**src/rtl/bt_uart_tx_pkg.sv**
```systemverilog
// Shared constants for the Bluetooth-link UART transmitter: clocking, baud and FSM encoding.
package bt_uart_tx_pkg;

  localparam int CLK_FREQ         = 25_000_000;
  localparam int BAUD             = 9600;
  localparam int CLKS_PER_BIT_DEF = CLK_FREQ / BAUD;

  localparam logic [1:0] ST_IDLE  = 2'd0;
  localparam logic [1:0] ST_START = 2'd1;
  localparam logic [1:0] ST_DATA  = 2'd2;
  localparam logic [1:0] ST_STOP  = 2'd3;

  // Width of a counter that must hold 0..n-1 (at least one bit).
  function automatic int cnt_width(input int n);
    return (n > 1) ? $clog2(n) : 1;
  endfunction

endpackage

```
**src/rtl/bt_tx_fifo.sv**
```systemverilog
// Byte FIFO feeding the UART shifter; full is registered so writes never see a same-cycle pop.
module bt_tx_fifo
  import bt_uart_tx_pkg::*;
#(
  parameter int DEPTH = 4,
  parameter int W     = 8
) (
  input  logic                     clk,
  input  logic                     reset,
  input  logic [W-1:0]             wr_data,
  input  logic                     wr_en,
  input  logic                     rd_en,
  output logic [W-1:0]             rd_data,
  output logic                     full,
  output logic                     empty,
  output logic [$clog2(DEPTH):0]   count
);

  localparam int AW = $clog2(DEPTH);

  logic [W-1:0]  r_mem [DEPTH];
  logic [AW-1:0] r_wr_ptr;
  logic [AW-1:0] r_rd_ptr;
  logic [AW:0]   r_count;
  logic          r_full;
  logic [AW:0]   w_count_nxt;
  logic          w_wr;
  logic          w_rd;

  // A write while full is dropped even if the head is popped on the same edge.
  assign w_wr = wr_en & ~r_full & ~reset;
  assign w_rd = rd_en & (r_count != '0);

  always_comb begin
    w_count_nxt = r_count;
    case ({w_wr, w_rd})
      2'b10:   w_count_nxt = r_count + 1'b1;
      2'b01:   w_count_nxt = r_count - 1'b1;
      default: w_count_nxt = r_count;
    endcase
  end

  always_ff @(posedge clk) begin
    if (reset) begin
      r_wr_ptr <= '0;
      r_rd_ptr <= '0;
      r_count  <= '0;
      r_full   <= 1'b0;
    end else begin
      if (w_wr) r_wr_ptr <= r_wr_ptr + 1'b1;
      if (w_rd) r_rd_ptr <= r_rd_ptr + 1'b1;
      r_count <= w_count_nxt;
      r_full  <= (w_count_nxt == (AW+1)'(DEPTH));
    end
  end

  always_ff @(posedge clk) begin
    if (w_wr) r_mem[r_wr_ptr] <= wr_data;
  end

  assign rd_data = r_mem[r_rd_ptr];
  assign full    = r_full;
  assign empty   = (r_count == '0);
  assign count   = r_count;

endmodule

```
**src/rtl/bt_uart_tx.sv**
```systemverilog
// 8N1 UART transmitter with a small byte FIFO, driving the Bluetooth module's rx pin.
module bt_uart_tx
  import bt_uart_tx_pkg::*;
#(
  parameter int CLKS_PER_BIT = CLKS_PER_BIT_DEF,
  parameter int FIFO_DEPTH   = 4
) (
  input  logic       clk,
  input  logic       reset,
  input  logic [7:0] data_in,
  input  logic       wr_en,
  output logic       full,
  output logic       overflow,
  output logic       tx,
  output logic       busy
);

  localparam int             CW      = cnt_width(CLKS_PER_BIT);
  localparam logic [CW-1:0]  CNT_MAX = CW'(CLKS_PER_BIT - 1);

  logic [1:0]                    r_state;
  logic                          r_tx;
  logic [CW-1:0]                 r_cnt;
  logic [2:0]                    r_bit_idx;
  logic [7:0]                    r_shift;
  logic                          r_overflow;
  logic                          w_full;
  logic                          w_empty;
  logic [7:0]                    w_head;
  logic [$clog2(FIFO_DEPTH):0]   w_count;
  logic                          w_bit_end;
  logic                          w_pop;

  assign w_bit_end = (r_cnt == CNT_MAX);
  // Pop from IDLE, or at the last cycle of STOP so back-to-back frames have no gap.
  assign w_pop = ~w_empty & ((r_state == ST_IDLE) | ((r_state == ST_STOP) & w_bit_end));

  bt_tx_fifo #(
    .DEPTH (FIFO_DEPTH),
    .W     (8)
  ) u_fifo (
    .clk     (clk),
    .reset   (reset),
    .wr_data (data_in),
    .wr_en   (wr_en),
    .rd_en   (w_pop),
    .rd_data (w_head),
    .full    (w_full),
    .empty   (w_empty),
    .count   (w_count)
  );

  always_ff @(posedge clk) begin
    if (reset) begin
      r_state    <= ST_IDLE;
      r_tx       <= 1'b1;
      r_cnt      <= '0;
      r_bit_idx  <= '0;
      r_overflow <= 1'b0;
    end else begin
      r_overflow <= wr_en & w_full;
      case (r_state)
        ST_IDLE: begin
          r_tx  <= 1'b1;
          r_cnt <= '0;
          if (w_pop) begin
            r_shift <= w_head;
            r_state <= ST_START;
            r_tx    <= 1'b0;
          end
        end
        ST_START: begin
          if (w_bit_end) begin
            r_cnt     <= '0;
            r_bit_idx <= '0;
            r_state   <= ST_DATA;
            r_tx      <= r_shift[0];
          end else begin
            r_cnt <= r_cnt + 1'b1;
          end
        end
        ST_DATA: begin
          if (w_bit_end) begin
            r_cnt <= '0;
            if (r_bit_idx == 3'd7) begin
              r_state <= ST_STOP;
              r_tx    <= 1'b1;
            end else begin
              r_bit_idx <= r_bit_idx + 1'b1;
              r_shift   <= {1'b0, r_shift[7:1]};
              r_tx      <= r_shift[1];
            end
          end else begin
            r_cnt <= r_cnt + 1'b1;
          end
        end
        ST_STOP: begin
          if (w_bit_end) begin
            r_cnt <= '0;
            if (w_pop) begin
              r_shift <= w_head;
              r_state <= ST_START;
              r_tx    <= 1'b0;
            end else begin
              r_state <= ST_IDLE;
            end
          end else begin
            r_cnt <= r_cnt + 1'b1;
          end
        end
        default: begin
          r_state <= ST_IDLE;
          r_tx    <= 1'b1;
          r_cnt   <= '0;
        end
      endcase
    end
  end

  assign tx       = r_tx;
  assign full     = w_full;
  assign overflow = r_overflow;
  assign busy     = (r_state != ST_IDLE) | (w_count != '0);

endmodule
```
**config.mk**
```make
export PLATFORM = sky130hd
export DESIGN_NAME = bt_uart_tx
export DESIGN_NICKNAME = d
export VERILOG_FILES = /design/src/rtl/bt_uart_tx_pkg.sv /design/src/rtl/bt_tx_fifo.sv /design/src/rtl/bt_uart_tx.sv
export SDC_FILE = /design/constraint.sdc
export NUM_CORES = 1
export LEC_CHECK = 0
export BUFFER_PORTS_ARGS = -buffer_cell sky130_fd_sc_hd__buf_2
export CORE_MARGIN = 4
export CORE_UTILIZATION = 32
export CTS_CLUSTER_DIAMETER = 50
export DETAILED_ROUTE_END_ITERATION = 8
export GPL_ROUTABILITY_DRIVEN = 0
export PLACE_DENSITY = 0.44
export SYNTH_ARGS = -nofsm -noshare
export SYNTH_HDL_FRONTEND = slang
export SYNTH_SLANG_ARGS = --single-unit
export TNS_END_PERCENT = 30
```
**constraint.sdc**
```tcl
create_clock -name clk -period 6.93 [get_ports clk]
set_input_delay 1.386 -clock clk [delete_from_list [all_inputs] [get_ports clk]]
set_output_delay 1.386 -clock clk [all_outputs]
set_load 0.005 [all_outputs]
```
==> results of run 1 <==
==> final cells by class <==
class	count	area share, %
clock inverter	7	2.31
multi-input combinational	171	35.7
clock buffer	9	3.52
tap	133	4.72
sequential	69	50.6
timing repair buffer	14	1.99
inverter	11	1.17
==> registers in the layout, indices dropped and copies added (netlist names), named ones only <==
| signal | count |
|---|---|
| r_cnt | 12 |
| u_fifo.full | 1 |
| r_bit_idx | 3 |
| u_fifo.count | 3 |
| u_fifo.r_wr_ptr | 2 |
| u_fifo.r_rd_ptr | 2 |
| r_shift | 8 |
| r_state | 2 |
| overflow | 1 |
| tx | 1 |
| u_fifo.r_mem | 32 |
==> cells by family after synthesis <==
kind of cell | synth area share, %
fa+ha+maj | 5.78
mux | 6.01
xor+xnor | 3.60
compound gates | 7.63
buf+inv | 3.88
simple gates | 16.8
flops | 56.3
==> stage by stage <==
step | hold slack (ps) | utilization (%) | std cells | total power [uW] | setup WS [ps]
after floorplan | 426 | - | 262 | 903 | 3960
after CTS | 467 | 36.4 | 414 | 1340 | 3690
after global routing | 488 | 36.4 | 414 | 1430 | 3590
after global placement | 449 | 34.3 | 398 | 1010 | 3650
after detailed placement | 454 | 34.3 | 398 | 1000 | 3570
final | 464 | 36.4 | 414 | 1320 | 3680
==> metal layers <==
metal / wire length [um] / share of wire (%) / track usage (%)
met1: 2830 / 49 / 14.6
met2: 2580 / 45 / 16.0
met3: 246 / 4.3 / 3.78
met4: 95 / 1.7 / 4.69
met5: 0 / 0 / 0
==> layout by cell type, fill, tap and decap left out, types with 6 or more instances in the layout <==
cell and instances:
nand3_1 16, edfxtp_1 40, clkbuf_8 9, a21oi_1 13
dfxtp_1 29, xor2_1 7, o21ai_0 11, buf_2 14
nor2_1 26, ha_1 13, inv_1 11, mux4_2 8
xnor2_1 6, nand2_1 18
==> how the worst min path moves through the flow <==
stage,start,endpoint,slack [ps],depth (start not counted)
floorplan,r_cnt[0],r_cnt[0],430,1
global placement,r_cnt[0],r_cnt[0],450,1
detailed placement,r_cnt[0],r_cnt[0],450,1
CTS,r_bit_idx[1],r_bit_idx[1],470,2
global route,r_bit_idx[1],r_bit_idx[1],490,2
finish,r_bit_idx[1],r_bit_idx[1],460,2
==> cell usage after synthesis, drive strengths merged (5+ instances only) <==
| master | number |
|---|---|
| edfxtp | 40 |
| dfxtp | 29 |
| nor2 | 26 |
| nand2 | 18 |
| nand3 | 16 |
| a21oi | 13 |
| ha | 13 |
| inv | 11 |
| o21ai | 11 |
| buf | 8 |
| mux4 | 8 |
| xor2 | 7 |
| xnor2 | 6 |
| nand4 | 5 |
| nor3 | 5 |
==> tightest hold or removal path, delay by kind of cell (launching register included) <==
family | cells | cell delay (ps)
DFF | 1 | 320
and+or+nand+nor | 1 | 50
AOI/OAI and AO/OA | 1 | 50
==> report_power, final <==
group	switching (uW)	total, uW	internal (uW)
clock	188	331	143
combinational	254	442	188
sequential	45.0	549	504
==> run_summary.xml, run 1 <==
<?xml version="1.0" encoding="UTF-8"?>
<metrics>
  <group name="sta">
    <metric name="final_hold_vios" unit="">0</metric>
    <metric name="slew_viol_final" unit="">0</metric>
    <metric name="skew_final" unit="ps">8.66</metric>
    <metric name="unrepaired_setup_endpoints_after_global_routing" unit="">no</metric>
    <metric name="fmax" unit="MHz">308</metric>
    <metric name="totalNegativeSetupSlack" unit="ps">0</metric>
    <metric name="relSlewSlack" unit="%">47.4</metric>
    <metric name="tightestPinTransition" unit="ps">789</metric>
    <metric name="final_min_period_over_clock_period" unit="%">46.9</metric>
    <metric name="setup_violations" unit="">0</metric>
    <metric name="timing.final.crit_period" unit="ps">3250</metric>
  </group>
  <group name="finish">
    <metric name="fin_nets" unit="">301</metric>
    <metric name="synthToLayoutAreaGrowth" unit="%">11.4</metric>
    <metric name="seqCellArea" unit="sq mm">0.00178</metric>
    <metric name="post_route_cells_drive_above_1_share" unit="%">17.4</metric>
    <metric name="multi_input_comb_area" unit="sq mm">0.00126</metric>
    <metric name="final_cell_area" unit="sq mm">0.00352</metric>
    <metric name="antenna-diode-count" unit="">0</metric>
    <metric name="fillers" unit="">969</metric>
  </group>
  <group name="die">
    <metric name="core_area" unit="sq mm">0.00968</metric>
    <metric name="initial_core_util" unit="%">32.7</metric>
    <metric name="dieArea" unit="sq mm">0.0115</metric>
    <metric name="placement_rows" unit="">36</metric>
    <metric name="io_pins" unit="">15</metric>
    <metric name="dieWidth" unit="um">107</metric>
    <metric name="fp.dieH" unit="um">107</metric>
  </group>
  <group name="worst_setup_path">
    <metric name="reg2regPathDepth" unit="">13</metric>
    <metric name="bufs_and_invs_on_worst_path" unit="">2</metric>
    <metric name="timing.critical_path.cells" unit="">inv_1, ha_1, or4b_1, buf_2</metric>
    <metric name="setup.worst_path.start" unit="">r_state[0]</metric>
    <metric name="worstSetupPathDepth" unit="">4</metric>
    <metric name="worstReg2RegEnd" unit="">u_fifo.full</metric>
    <metric name="reg2reg_from" unit="">r_state[0]</metric>
    <metric name="max_stage_delay" unit="ps">550</metric>
    <metric name="endpoint_kind" unit="">output pin</metric>
    <metric name="timing.critical_path.from_type" unit="">flop</metric>
    <metric name="setup.worst_path.class" unit="">flop to output pin</metric>
    <metric name="crit_path_end" unit="">busy</metric>
    <metric name="path_delay_family" unit="">simple AND/OR/NAND/NOR gates</metric>
    <metric name="cp_max_fo" unit="">5</metric>
    <metric name="cp.arrival" unit="ps">1860</metric>
    <metric name="cp_data_required_time" unit="ps">5540</metric>
    <metric name="ff2ff_setup_slack" unit="ps">4100</metric>
    <metric name="crit_slowest_cell" unit="">or4b_1</metric>
  </group>
  <group name="grt">
    <metric name="grt_first_pass_wirelength" unit="mm">9.65</metric>
    <metric name="grt_pass1_vias" unit="">1838</metric>
    <metric name="antenna_found_initial" unit="">0</metric>
    <metric name="grt_start_max_net_pins" unit="">26</metric>
    <metric name="globalRouteTotalUtil" unit="%">10.9</metric>
    <metric name="globalRoute.totalOverflow" unit="">0</metric>
  </group>
  <group name="pwr">
    <metric name="vdd_drop_max" unit="mV">0.137</metric>
    <metric name="pwr_density_cell" unit="mW/mm^2">375</metric>
    <metric name="total_leakage_power" unit="uW">0.00119</metric>
  </group>
  <group name="route">
    <metric name="drt-total-wl" unit="mm">5.75</metric>
    <metric name="dr.pass1.iters" unit="">4</metric>
    <metric name="detail_route.vias_per_cell" unit="">4.64</metric>
    <metric name="remaining_drc_errors" unit="">0</metric>
    <metric name="drt_first_iter_violations" unit="">96</metric>
    <metric name="route.antenna.remaining_nets" unit="">0</metric>
    <metric name="route.vias.total" unit="">1921</metric>
    <metric name="average_wire_per_cell_in_the_routed_design" unit="um">13.9</metric>
  </group>
  <group name="clock_tree">
    <metric name="tritoncts" unit="">yes</metric>
    <metric name="clk_pin_slew_worst_paths" unit="ps">90</metric>
    <metric name="insertion_delay" unit="ps">350</metric>
    <metric name="cts_inserted_buffers" unit="">9</metric>
    <metric name="clock_tree.root_cell" unit="">clkbuf_8</metric>
    <metric name="cts-hold-fix-buffers" unit="">0</metric>
    <metric name="cts_repair_resize_count" unit="">0</metric>
    <metric name="post_cts.repair.setup_buffers" unit="">0</metric>
    <metric name="number_of_h_tree_levels" unit="">3</metric>
    <metric name="tritoncts_num_sinks" unit="">69</metric>
    <metric name="buffer_levels_on_the_longest_clock_path" unit="">2</metric>
  </group>
  <group name="status">
    <metric name="run_status" unit="">finished, final reports clean</metric>
  </group>
  <group name="job">
    <metric name="max_cap_viol_count" unit="">0</metric>
  </group>
  <group name="synthesis">
    <metric name="synth_top_cell_by_area" unit="">edfxtp_1</metric>
    <metric name="yosys-top-cells-area" unit="">edfxtp_1 38%, dfxtp_1 18%, mux4_2 5.7%</metric>
    <metric name="synth.top_cell.area_share" unit="%">38.0</metric>
    <metric name="postSynthRegisterBits" unit="">69</metric>
    <metric name="ys_dominant_reg_cell" unit="">edfxtp_1</metric>
    <metric name="number_of_library_cell_types_mapped_by_synthesis" unit="">49</metric>
    <metric name="synth-async-reset-ratio" unit="%">0</metric>
    <metric name="synth_enable_flop_cells" unit="">40</metric>
    <metric name="synth_nets" unit="">287</metric>
    <metric name="ys.warnings.count" unit="">0</metric>
    <metric name="ys_seq_area_share" unit="%">56.3</metric>
    <metric name="synth.avg_cell_area" unit="sq um">12.1</metric>
    <metric name="post_synthesis_cells" unit="">262</metric>
    <metric name="syn_area" unit="sq mm">0.00316</metric>
  </group>
  <group name="place">
    <metric name="dp_hpwl" unit="mm">3.86</metric>
    <metric name="placedInstanceArea" unit="sq mm">0.00332</metric>
    <metric name="port_buffers" unit="">14</metric>
  </group>
  <group name="hold_path">
    <metric name="hold_class" unit="">flop to flop</metric>
  </group>
</metrics>
Note: power is estimated with default switching activity, not from simulation.
==> run 2: changes to the inputs <==
PLACE_DENSITY = 0.46   (was 0.44)
clock period = 2.7 ns   (was 6.93 ns; I/O delays follow)
==> run 2 against run 1 <==
Register-to-register slack worse by 3700 ps. Critical endpoint is now u_fifo.full. Combinational power grew to 2.7 times the previous value. Wire length fell by 0.78%. Global-route usage up 0.32 points. First-iteration DRC count is 27% lower.
==> run_summary.xml, run 2 (same netlist as run 1, synthesis figures left out) <==
<?xml version="1.0" encoding="UTF-8"?>
<metrics>
  <group name="finish">
    <metric name="layout.cells.most_common" unit="">edfxtp_1</metric>
    <metric name="mostFrequentLayoutCells" unit="">40 x edfxtp_1, 29 x dfxtp_1, 26 x nor2_1</metric>
    <metric name="fin_nets" unit="">306</metric>
    <metric name="synthToLayoutAreaGrowth" unit="%">14.6</metric>
    <metric name="post_route_cells_drive_above_1_share" unit="%">18.9</metric>
    <metric name="antenna-diode-count" unit="">0</metric>
    <metric name="largest_register_ffs" unit="">32</metric>
    <metric name="top_register" unit="">u_fifo.r_mem</metric>
    <metric name="finalCoreUtilization" unit="%">37.4</metric>
    <metric name="reg_top3" unit="">u_fifo.r_mem (32), r_cnt (12), r_shift (8)</metric>
  </group>
  <group name="route">
    <metric name="route.vias.total" unit="">1945</metric>
    <metric name="drt-total-wl" unit="mm">5.71</metric>
    <metric name="drt_first_iter_violations" unit="">70</metric>
    <metric name="remaining_drc_errors" unit="">0</metric>
    <metric name="detail_route.vias_per_cell" unit="">4.64</metric>
    <metric name="route.antenna.remaining_nets" unit="">0</metric>
    <metric name="dr.pass1.iters" unit="">6</metric>
    <metric name="average_wire_per_cell_in_the_routed_design" unit="um">13.6</metric>
  </group>
  <group name="worst_setup_path">
    <metric name="crit_slowest_cell" unit="">nor4_4</metric>
    <metric name="endpoint_kind" unit="">flop</metric>
    <metric name="max_stage_delay" unit="ps">410</metric>
    <metric name="crit_path_end" unit="">u_fifo.full</metric>
    <metric name="setup.worst_path.start" unit="">r_cnt[4]</metric>
    <metric name="reg2regPathDepth" unit="">11</metric>
    <metric name="cp_common_cell" unit="">inv_1</metric>
    <metric name="timing.critical_path.cells" unit="">nor4_4, a31o_2, nand2_1, inv_1, ha_1, inv_1, fa_1, xor2_1, nor2_1, xnor2_1, nor3_1</metric>
    <metric name="cp_max_fo" unit="">7</metric>
    <metric name="cp.arrival" unit="ps">2570</metric>
    <metric name="worstSetupPathDepth" unit="">11</metric>
    <metric name="cp_data_required_time" unit="ps">2940</metric>
    <metric name="timing.critical_path.from_type" unit="">flop</metric>
    <metric name="setup.worst_path.class" unit="">flop to flop</metric>
    <metric name="bufs_and_invs_on_worst_path" unit="">2</metric>
    <metric name="worstReg2RegEnd" unit="">u_fifo.full</metric>
    <metric name="ff2ff_setup_slack" unit="ps">360</metric>
    <metric name="reg2reg_from" unit="">r_cnt[4]</metric>
    <metric name="path_delay_family" unit="">simple AND/OR/NAND/NOR gates</metric>
  </group>
  <group name="clock_tree">
    <metric name="tritoncts" unit="">yes</metric>
    <metric name="insertion_delay" unit="ps">340</metric>
    <metric name="cts_repair_resize_count" unit="">0</metric>
    <metric name="cts-hold-fix-buffers" unit="">0</metric>
    <metric name="cts_inserted_buffers" unit="">9</metric>
    <metric name="buffer_levels_on_the_longest_clock_path" unit="">2</metric>
    <metric name="post_cts.repair.setup_buffers" unit="">0</metric>
    <metric name="clock_tree.root_cell" unit="">clkbuf_8</metric>
    <metric name="clk_pin_slew_worst_paths" unit="ps">80</metric>
    <metric name="number_of_h_tree_levels" unit="">3</metric>
    <metric name="tritoncts_num_sinks" unit="">69</metric>
  </group>
  <group name="die">
    <metric name="dieArea" unit="sq mm">0.0115</metric>
    <metric name="dieWidth" unit="um">107</metric>
    <metric name="io_pins" unit="">15</metric>
    <metric name="initial_core_util" unit="%">32.7</metric>
    <metric name="core_area" unit="sq mm">0.00968</metric>
    <metric name="fp.dieH" unit="um">107</metric>
    <metric name="placement_rows" unit="">36</metric>
  </group>
  <group name="hold_path">
    <metric name="hold_class" unit="">primary input to flop</metric>
  </group>
  <group name="job">
    <metric name="max_cap_viol_count" unit="">0</metric>
  </group>
  <group name="pwr">
    <metric name="pwr_density_cell" unit="mW/mm^2">1020</metric>
    <metric name="total_leakage_power" unit="uW">0.00124</metric>
    <metric name="vdd_drop_max" unit="mV">0.317</metric>
  </group>
  <group name="sta">
    <metric name="skew_final" unit="ps">9.02</metric>
    <metric name="setup_violations" unit="">0</metric>
    <metric name="fmax" unit="MHz">428</metric>
    <metric name="final_hold_vios" unit="">0</metric>
    <metric name="relSlewSlack" unit="%">62.3</metric>
    <metric name="unrepaired_setup_endpoints_after_global_routing" unit="">no</metric>
    <metric name="final_min_period_over_clock_period" unit="%">86.5</metric>
    <metric name="timing.final.crit_period" unit="ps">2340</metric>
    <metric name="tightestPinTransition" unit="ps">565</metric>
    <metric name="totalNegativeSetupSlack" unit="ps">0</metric>
    <metric name="slew_viol_final" unit="">0</metric>
  </group>
  <group name="grt">
    <metric name="grt_start_max_net_pins" unit="">25</metric>
    <metric name="grt_pass1_vias" unit="">1942</metric>
    <metric name="globalRouteTotalUtil" unit="%">11.3</metric>
    <metric name="antenna_found_initial" unit="">0</metric>
    <metric name="globalRoute.totalOverflow" unit="">0</metric>
    <metric name="grt_first_pass_wirelength" unit="mm">9.86</metric>
  </group>
  <group name="status">
    <metric name="run_status" unit="">finished, final reports clean</metric>
  </group>
  <group name="place">
    <metric name="port_buffers" unit="">14</metric>
    <metric name="dp_hpwl" unit="mm">3.94</metric>
  </group>
</metrics>
[run 2: cell count changes in the layout (fill, tap and decap cells not counted), sizes merged]
| cell | before | now |
|---|---|---|
| inv | 14 | 12 |
| buf | 14 | 19 |
| clkinv | 4 | 2 |
| bufinv | 0 | 4 |
[run 2: metal layers]
layer,wire length [um],GRT usage (%)
met1,2760,14.3
met2,2620,17.3
met3,185,3.12
met4,151,6.22
met5,0,0
[run 2: worst min path at each step]
stage / from / endpoint / slack (ps) / depth (start not counted)
final: data_in[3] / u_fifo.r_mem[3][3] / 410 / 1
after global routing: data_in[2] / u_fifo.r_mem[0][2] / 390 / 1
after CTS: data_in[7] / u_fifo.r_mem[2][7] / 390 / 1
after detailed placement: r_cnt[0] / r_cnt[0] / 450 / 1
after global placement: r_cnt[0] / r_cnt[0] / 450 / 1
after floorplan: r_cnt[0] / r_cnt[0] / 430 / 1
[run 2: final cells by class]
cell class / count / area (sq um)
fillers: 962 / 6060
well taps: 133 / 166
inverters: 11 / 41.3
clock buffers: 9 / 124
repair buffers: 19 / 108
flip-flops and latches: 69 / 1780
multi-input cells: 171 / 1260
clock inverters: 7 / 146
[run 2: power by group]
group	leakage [uW]	total [uW]	switching (uW)	internal, uW
Clock	0.000134	1120	411	713
Combinational	0.000510	1180	659	522
Sequential	0.000601	1410	117	1290
[run 2: metrics by stage]
step	cells	area, sq um	hold slack (ps)	setup WS, ps	total power (uW)
after CTS	419	3630	386	349	3770
final	419	3630	407	365	3710
after global routing	419	3630	386	198	4010
after floorplan	262	3160	426	292	2320
after global placement	403	3360	445	413	2630
after detailed placement	403	3360	450	351	2630
==> run 3: changes to the inputs <==
PLACE_DENSITY = 0.44   (was 0.46)
clock period = 2.2 ns   (was 2.7 ns; I/O delays follow)
==> run 3 against run 2 <==
Utilization is 1.9 points higher. Largest cell class unchanged. Die area is the same. Non-clock buffer count is 24 higher. Clock-buffer cell count grew 1.
==> run_summary.xml, run 3 (same netlist as run 1, synthesis figures left out) <==
<?xml version="1.0" encoding="UTF-8"?>
<metrics>
  <group name="die">
    <metric name="placement_rows" unit="">36</metric>
    <metric name="initial_core_util" unit="%">32.7</metric>
    <metric name="fp.dieH" unit="um">107</metric>
    <metric name="io_pins" unit="">15</metric>
    <metric name="dieArea" unit="sq mm">0.0115</metric>
    <metric name="core_area" unit="sq mm">0.00968</metric>
    <metric name="dieWidth" unit="um">107</metric>
  </group>
  <group name="clock_tree">
    <metric name="number_of_h_tree_levels" unit="">3</metric>
    <metric name="clk_pin_slew_worst_paths" unit="ps">80</metric>
    <metric name="cts_inserted_buffers" unit="">9</metric>
    <metric name="buffer_levels_on_the_longest_clock_path" unit="">2</metric>
    <metric name="tritoncts_num_sinks" unit="">69</metric>
    <metric name="clock_tree.root_cell" unit="">clkbuf_8</metric>
    <metric name="tritoncts" unit="">yes</metric>
    <metric name="insertion_delay" unit="ps">340</metric>
  </group>
  <group name="finish">
    <metric name="antenna-diode-count" unit="">0</metric>
    <metric name="mostFrequentLayoutCells" unit="">40 x edfxtp_1, 29 x buf_4, 26 x nor2_1</metric>
    <metric name="reg_top3" unit="">u_fifo.r_mem (32), r_cnt (12), r_shift (8)</metric>
    <metric name="post_route_cells_drive_above_1_share" unit="%">30.0</metric>
    <metric name="seqCellArea" unit="sq mm">0.00179</metric>
    <metric name="fillers" unit="">954</metric>
    <metric name="fin_nets" unit="">330</metric>
    <metric name="synthToLayoutAreaGrowth" unit="%">20.4</metric>
    <metric name="top_register" unit="">u_fifo.r_mem</metric>
    <metric name="largest_register_ffs" unit="">32</metric>
    <metric name="multi_input_comb_area" unit="sq mm">0.00131</metric>
    <metric name="layout.cells.most_common" unit="">edfxtp_1</metric>
    <metric name="finalNonFillerCells" unit="">443</metric>
  </group>
  <group name="route">
    <metric name="detail_route.vias_per_cell" unit="">4.56</metric>
    <metric name="average_wire_per_cell_in_the_routed_design" unit="um">13.5</metric>
    <metric name="drt_first_iter_violations" unit="">79</metric>
    <metric name="remaining_drc_errors" unit="">0</metric>
    <metric name="dr.pass1.iters" unit="">4</metric>
    <metric name="route.antenna.remaining_nets" unit="">0</metric>
    <metric name="drt-total-wl" unit="mm">5.96</metric>
    <metric name="route.vias.total" unit="">2019</metric>
  </group>
  <group name="sta">
    <metric name="tightestPinTransition" unit="ps">417</metric>
    <metric name="final_min_period_over_clock_period" unit="%">96.5</metric>
    <metric name="timing.final.crit_period" unit="ps">2120</metric>
    <metric name="fmax" unit="MHz">471</metric>
    <metric name="final_hold_vios" unit="">0</metric>
    <metric name="slew_viol_final" unit="">0</metric>
    <metric name="skew_final" unit="ps">9.58</metric>
    <metric name="relSlewSlack" unit="%">72.2</metric>
    <metric name="setup_violations" unit="">0</metric>
    <metric name="unrepaired_setup_endpoints_after_global_routing" unit="">yes</metric>
    <metric name="finalWorstSetupSlack" unit="ps">76.8</metric>
  </group>
  <group name="place">
    <metric name="placement.setup.worst_slack" unit="ps">13.2</metric>
    <metric name="port_buffers" unit="">14</metric>
    <metric name="numPlacedInstances" unit="">425</metric>
    <metric name="dp_hpwl" unit="mm">4.32</metric>
  </group>
  <group name="status">
    <metric name="run_status" unit="">finished, final reports clean</metric>
  </group>
  <group name="worst_setup_path">
    <metric name="cp_data_required_time" unit="ps">2470</metric>
    <metric name="cp_max_fo" unit="">3</metric>
    <metric name="timing.critical_path.from_type" unit="">flop</metric>
    <metric name="setup.worst_path.class" unit="">flop to flop</metric>
    <metric name="endpoint_kind" unit="">flop</metric>
    <metric name="cp.arrival" unit="ps">2390</metric>
  </group>
  <group name="grt">
    <metric name="grt_first_pass_wirelength" unit="mm">10.4</metric>
    <metric name="grt_pass1_vias" unit="">2077</metric>
    <metric name="antenna_found_initial" unit="">0</metric>
    <metric name="grt_start_max_net_pins" unit="">25</metric>
    <metric name="globalRoute.totalOverflow" unit="">0</metric>
    <metric name="globalRouteTotalUtil" unit="%">11.6</metric>
  </group>
  <group name="pwr">
    <metric name="total_leakage_power" unit="uW">0.00135</metric>
    <metric name="pwr_density_cell" unit="mW/mm^2">1210</metric>
    <metric name="vdd_drop_max" unit="mV">0.400</metric>
  </group>
  <group name="job">
    <metric name="max_cap_viol_count" unit="">0</metric>
  </group>
  <group name="hold_path">
    <metric name="hold_class" unit="">primary input to flop</metric>
  </group>
</metrics>
-- run 3: cell count changes in the layout (fill, tap and decap cells not counted), moves of 2 or more --
| cell | before | now |
|---|---|---|
| clkinv_2 | 0 | 2 |
| ha_4 | 0 | 2 |
| ha_1 | 13 | 10 |
| bufinv_16 | 4 | 2 |
| inv_2 | 0 | 4 |
| dfxtp_2 | 0 | 5 |
| buf_4 | 5 | 29 |
| dfxtp_1 | 29 | 23 |
| inv_1 | 11 | 7 |
-- run 3: path summary, 6_finish.rpt --
| kind | from | end | slack (ps) | cells after the start |
|---|---|---|---|---|
| min reg2reg | r_bit_idx[1] | r_bit_idx[1] | 460 | 2 |
| max reg2reg | r_cnt[10] | u_fifo.full | 80 | 11 |
| min | data_in[4] | u_fifo.r_mem[3][4] | 310 | 1 |
| max | r_cnt[10] | u_fifo.full | 80 | 11 |
-- run 3: metrics by stage --
stage	utilization (%)	power [uW]	hold slack, ps	setup TNS (ps)	cell area (sq um)
3_3_place_gp	36.6	3390	445	0	3540
2_1_floorplan	-	2890	402	-88.4	3190
4_1_cts	39.0	4600	288	0	3770
5_1_grt	39.3	4970	290	-60.4	3810
3_5_place_dp	36.6	3390	453	0	3540
6_report	39.3	4610	310	0	3810
-- run 3: critical path, cell delays in order, from the launching register on --
cell	delay, ps
dfxtp_4	360
nor4bb_4	330
a31o_4	200
nand2_2	50
inv_2	70
ha_4	130
inv_2	40
fa_2	530
nand2_1	50
nor2_1	100
a31oi_1	50
nor3_1	150
-- run 3: timing repair --
| item | 4_1_cts | 5_1_grt |
|---|---|---|
| pin swaps | 0 | 7 |
| endpoints found under the hold margin | 0 | 0 |
| resized for setup | 5 | 9 |
| setup endpoints to repair | 1 | 11 |
| hold buffers | 0 | 0 |
| buffers inserted | 0 | 2 |
-- run 3: where the power goes --
| group | switching [uW] | internal, uW |
|---|---|---|
| combinational | 906 | 855 |
| clock | 498 | 641 |
| sequential | 121 | 1590 |
-- run 3: cell type report --
class | instances | area share (%)
Clock buffer | 10 | 3.35
Clock inverter | 6 | 2.30
Inverter | 11 | 1.08
Multi-Input combinational cell | 171 | 34.3
Sequential cell | 69 | 47.1
Tap cell | 133 | 4.37
Timing Repair Buffer | 43 | 7.56
-- run 3: per-layer routing --
| layer | track usage, % | share of wire [%] |
|---|---|---|
| met4 | 5.41 | 1.8 |
| met2 | 17.7 | 47 |
| met5 | 0 | 0 |
| met1 | 15.5 | 48 |
| met3 | 2.82 | 3.5 |
